### config.mk
export PLATFORM = sky130hd
export DESIGN_NAME = scroll_msg_loader
export DESIGN_NICKNAME = d
export VERILOG_FILES = /design/src/rtl/scroll_msg_loader.sv
export SDC_FILE = /design/constraint.sdc
export NUM_CORES = 1
export LEC_CHECK = 0
export ABC_AREA = 1
export BUFFER_PORTS_ARGS = -buffer_cell sky130_fd_sc_hd__buf_4
export CORE_UTILIZATION = 45
export CTS_BUF_LIST = sky130_fd_sc_hd__clkbuf_4
export DETAILED_ROUTE_END_ITERATION = 10
export PLACE_DENSITY_LB_ADDON = 0.15
export SETUP_SLACK_MARGIN = 0.02
export SLEW_MARGIN = 25
export SYNTH_ARGS = -nofsm -noshare
export SYNTH_HDL_FRONTEND = slang
export SYNTH_SLANG_ARGS = --single-unit
### constraint.sdc
create_clock -name CLOCK_50 -period 2.1 [get_ports CLOCK_50]
set_input_delay 0.315 -clock CLOCK_50 [delete_from_list [all_inputs] [get_ports CLOCK_50]]
set_output_delay 0.315 -clock CLOCK_50 [all_outputs]
set_load 0.05 [all_outputs]
### src/rtl/scroll_msg_loader.sv
// Scrolling-message character store: two debounced pushbuttons (append / clear)
// feed an 8-entry segment-code buffer that a scroller reads back in a circle.
module scroll_msg_loader #(
  parameter int unsigned DB_CYCLES = 500000
) (
  input  logic       CLOCK_50,
  input  logic       Resetn,
  input  logic [0:6] seg_in,
  input  logic       wr_key_n,
  input  logic       clr_key_n,
  input  logic       rd_req,
  output logic [0:6] rd_data,
  output logic       rd_valid,
  output logic [3:0] msg_len,
  output logic       full,
  output logic       empty,
  output logic       wr_ack,
  output logic       ovf
);

  localparam int unsigned CntW = (DB_CYCLES > 1) ? $clog2(DB_CYCLES) : 1;
  localparam logic [CntW-1:0] CntLast = CntW'(DB_CYCLES - 1);
  localparam logic [0:6] Blank = 7'b1111111;

  // Bit 0: write key, bit 1: clear key.
  logic [1:0]      key_raw;
  logic [1:0]      sync1_q, sync2_q, db_q, press_q;
  logic [CntW-1:0] cnt_q [2];

  logic [0:6] mem_q [8];
  logic [2:0] wr_ptr_q, rd_ptr_q;
  logic       wr_ev, clr_ev, do_write;

  assign key_raw  = {clr_key_n, wr_key_n};
  assign wr_ev    = press_q[0];
  assign clr_ev   = press_q[1];
  assign full     = (msg_len == 4'd8);
  assign empty    = (msg_len == 4'd0);
  // Clear wins over a coincident write.
  assign do_write = wr_ev & ~clr_ev & ~full;

  // Synchronize, debounce and edge-detect both keys; press_q is a one-cycle event.
  always_ff @(posedge CLOCK_50 or negedge Resetn) begin
    if (!Resetn) begin
      sync1_q  <= 2'b11;
      sync2_q  <= 2'b11;
      db_q     <= 2'b11;
      press_q  <= 2'b00;
      cnt_q[0] <= '0;
      cnt_q[1] <= '0;
    end else begin
      sync1_q <= key_raw;
      sync2_q <= sync1_q;
      press_q <= 2'b00;
      for (int k = 0; k < 2; k++) begin
        if (sync2_q[k] != db_q[k]) begin
          if (cnt_q[k] == CntLast) begin
            db_q[k]    <= sync2_q[k];
            cnt_q[k]   <= '0;
            // Only the released->pressed transition is an event.
            press_q[k] <= ~sync2_q[k];
          end else begin
            cnt_q[k] <= cnt_q[k] + CntW'(1);
          end
        end else begin
          cnt_q[k] <= '0;
        end
      end
    end
  end

  // Character memory; contents survive reset and clear.
  always_ff @(posedge CLOCK_50) begin
    if (do_write) begin
      mem_q[wr_ptr_q] <= seg_in;
    end
  end

  // Buffer bookkeeping and read port; reads see pre-write length and memory.
  always_ff @(posedge CLOCK_50 or negedge Resetn) begin
    if (!Resetn) begin
      msg_len  <= 4'd0;
      wr_ptr_q <= 3'd0;
      rd_ptr_q <= 3'd0;
      rd_data  <= Blank;
      rd_valid <= 1'b0;
      wr_ack   <= 1'b0;
      ovf      <= 1'b0;
    end else begin
      wr_ack   <= 1'b0;
      ovf      <= 1'b0;
      rd_valid <= rd_req;
      if (clr_ev) begin
        msg_len  <= 4'd0;
        wr_ptr_q <= 3'd0;
        rd_ptr_q <= 3'd0;
      end else if (wr_ev) begin
        if (!full) begin
          wr_ptr_q <= wr_ptr_q + 3'd1;
          msg_len  <= msg_len + 4'd1;
          wr_ack   <= 1'b1;
        end else begin
          ovf <= 1'b1;
        end
      end
      if (rd_req) begin
        if (clr_ev || empty) begin
          rd_data <= Blank;
        end else begin
          rd_data  <= mem_q[rd_ptr_q];
          rd_ptr_q <= (({1'b0, rd_ptr_q} + 4'd1) == msg_len) ? 3'd0 : rd_ptr_q + 3'd1;
        end
      end
    end
  end

endmodule

==> results by group <==
Cells and area
  • Final #Nets: ~700
  • Ant. Diodes: 0
  • Syn-to-layout area delta: 13.9%
  • Layout cell share with drive strength beyond 1: 0.179
  • FILL cells: 1170
  • Finished Layout Cells: slightly below 900

Logic synthesis
  • FF+latch count, synth: around 120
  • Synthesized area: 5830 µm²
  • Yosys top cell area share: 0.288
  • Post-synth EDFFs: 56
  • Cell with the most instances after synthesis: nand2_1
  • Syn Nets: 662
  • Cells after synthesis: 644
  • Ys Warns: 0
  • Sequential share of the synthesized area: 0.574
  • Async SR Flop Fraction: 0.541
  • Most instantiated cells after synthesis: nand2_1 (143), nor2_1 (106), nand3_1 (86)
  • Largest cells by area after synthesis: edfxtp_1 (29%), dfrtp_1 (23%), nand2_1 (9.2%)
  • Avg Inst Size Synth: slightly above 9 µm²
  • Post-synth top flop: edfxtp_1
  • Unique masters post-synth: 32
  • Yosys top cell by area: edfxtp_1

Setup path
  • Buffers and inverters on the worst path: 2
  • Worst setup SP type: flip-flop
  • CP Data Required Time: 1.78 ns
  • Worst R2R Path Depth: 9
  • Crit path depth: 5
  • FF-to-FF End: mem_q[3][4]
  • Worst setup path startpoint: msg_len[1]
  • Worst path max stage delay: just over 0.4 ns
  • CP max-delay cell: dfrtp_2
  • Critical Path AT: 1.62 ns
  • R2r startpoint: msg_len[1]
  • Critical path's top delay family: flip-flops
  • Crit-path max FO: 3
  • WS Path Type: reg -> out
  • Crit-path cells: inv_1, ha_4, nand2_1, nor2_4, buf_8
  • R2R Setup Slk: 0.19 ns
  • Setup crit end: full
  • CP Capture Type: output pin

STA
  • Layout Skew: 0.0206 ns
  • Relative slew slack: 0.676
  • Worst Tran Pin Value: 0.482 ns
  • Unrepaired setup endpoints after global routing: false
  • Setup-failing EPs final: 0
  • Fin crit period: between 1.5 and 2 ns
  • Slew Viols, Final: 0
  • Setup TNS: 0 ns
  • Final hold vios: 0
  • Final period util: 0.924
  • Fmax achieved: ~520 MHz

Placement
  • RD Place Congestion: around 0.94
  • IO Port Bufs: 27
  • Placed insts: around 840
  • Dpl hpwl: 8960 µm

Global route
  • Initial antenna violation count: 0
  • Largest net degree at the start of global routing: 36
  • GRT Total Usage: 0.202
  • First-pass GRT wire length: 20300 µm
  • Total grt overflow: 0
  • Number of global-route vias before repair: ~4100

CTS
  • CTS H-tree lvls: 4
  • TritonCTS clock tree: yes
  • Clk_lat worst skew: approximately 0.53 ns
  • Clock-pin slew on the worst setup and hold paths: around 0.12 ns
  • Root Buffer Master: clkbuf_4
  • CTS buffer count: 17
  • CTS Sinks: 122
  • Clock Tree Buf Depth: 2

Floorplan
  • Die Wd: 116 µm
  • Row count: 41
  • DIE HEIGHT: 116 µm
  • Core ar.: 12600 µm²
  • Initial Util: 0.462
  • Die ar.: 13400 µm²
  • Total I/O pin count: 28

Pwr
  • Power Density: approximately 660 nW/µm²
  • Max rail drop VDD: 537 µV
  • Static Leakage: 2.65 nW

Drt
  • Antenna viol nets, final: 0
  • Wire length per cell: roughly 14 µm
  • DRT Wirelength: between 10000 and 15000 µm
  • Via count: 4335
  • Routed vias/inst: 4.95
  • DR DRC count: 0
  • First-iteration detailed-routing DRC count: 354
  • Drt pass-1 iters: 5

Run status
  • Status: finished clean

Worst hold path
  • Hold WC Path Type: in -> reg

Run
  • Max-cap violations: 0
==> repair_timing <==
action | in CTS | in global routing
setup endpoints to repair | 0 | 58
setup buffers | 0 | 1
resized for setup | 0 | 4
hold buffers | 4 | 0
hold endpoints to repair | 24 | 0
==> metal layers <==
layer	vias to the layer above	track usage	routed length (µm)
met5	-	0	0
met3	17	0.0481	592
met2	121	0.323	5790
met1	2016	0.267	5680
met4	0	0.0752	206
li1	2181	-	-
==> state kept, by name (all words and copies together) (netlist names) <==
name / flops
rd_ptr_q: 3
ovf: 1
sync2_q: 2
cnt_q: 38
wr_ptr_q: 3
press_q: 2
msg_len: 4
mem_q: 56
wr_ack: 1
sync1_q: 2
db_q: 2
rd_valid: 1
rd_data: 7
==> worst min path at each step <==
stage	cells past startpoint	startpoint	end
floorplan	0	Resetn	cnt_q[0]
global placement	1	Resetn	press_q[1]
detailed placement	1	Resetn	rd_valid
CTS	1	seg_in[3]	mem_q[6][3]
global route	1	seg_in[2]	mem_q[6][4]
finish	1	seg_in[2]	mem_q[6][4]
==> through the flow <==
stage	power [W]	area, µm²	util	setup slack [ns]	hold WS, ns
6_report	0.00438	6650	0.527	0.160	0.0468
5_1_grt	0.00454	6650	0.527	0.0302	0.00811
4_1_cts	0.00443	6620	0.524	0.0217	0.0136
3_5_place_dp	0.00269	6280	0.497	0.123	0.297
3_3_place_gp	0.00269	6280	0.497	0.201	0.294
2_1_floorplan	0.00261	5880	-	0.00179	0.0194
==> cell usage in the layout (no fill, tap or decap), drive strengths merged, types with 7 or more instances in the layout <==
cell,n
inv,70
a21oi,8
nor3,11
nand2,154
nand4,10
buf,35
clkbuf,17
dfrtp,53
clkinv,7
nand3,87
dfstp,13
o21ai,14
edfxtp,56
nor2,123
xor2,17
==> worst reg2reg max path, delay by kind of cell, from the launching register on <==
kind / cells / cell delay (ns)
flops: 1 / 0.37
simple gates: 6 / 0.87
buf+inv: 2 / 0.16
fa+ha+maj: 1 / 0.17
==> report_power, final <==
part           internal (W)  leakage (nW)  switching (W)
Clock              0.000824         0.153       0.000914
Combinational     0.0000373          1.13      0.0000799
Sequential          0.00252          1.37      0.0000105
==> kinds of logic (layout without fill, tap and decap cells) <==
family                   Yosys count  count (layout)  synth area share
AO/OA/AOI/OAI                     24              24            0.0215
AND/OR/NAND/NOR                  390             390             0.299
adder cells (fa/ha/maj)            6               6            0.0129
buffers and inverters             80             139            0.0586
XOR/XNOR                          22              22            0.0343
flip-flops                       122             122             0.574
==> final cells by class <==
| type | count | area (µm²) | area share |
|---|---|---|---|
| sequential | 122 | 3350 | 0.504 |
| inverter | 68 | 255 | 0.0384 |
| clock buffer | 17 | 128 | 0.0192 |
| clock inverter | 15 | 174 | 0.0262 |
| tap | 172 | 215 | 0.0324 |
| multi-input combinational | 442 | 2200 | 0.331 |
| timing repair buffer | 39 | 323 | 0.0486 |
No activity file was read; power rests on OpenSTA's default activity.
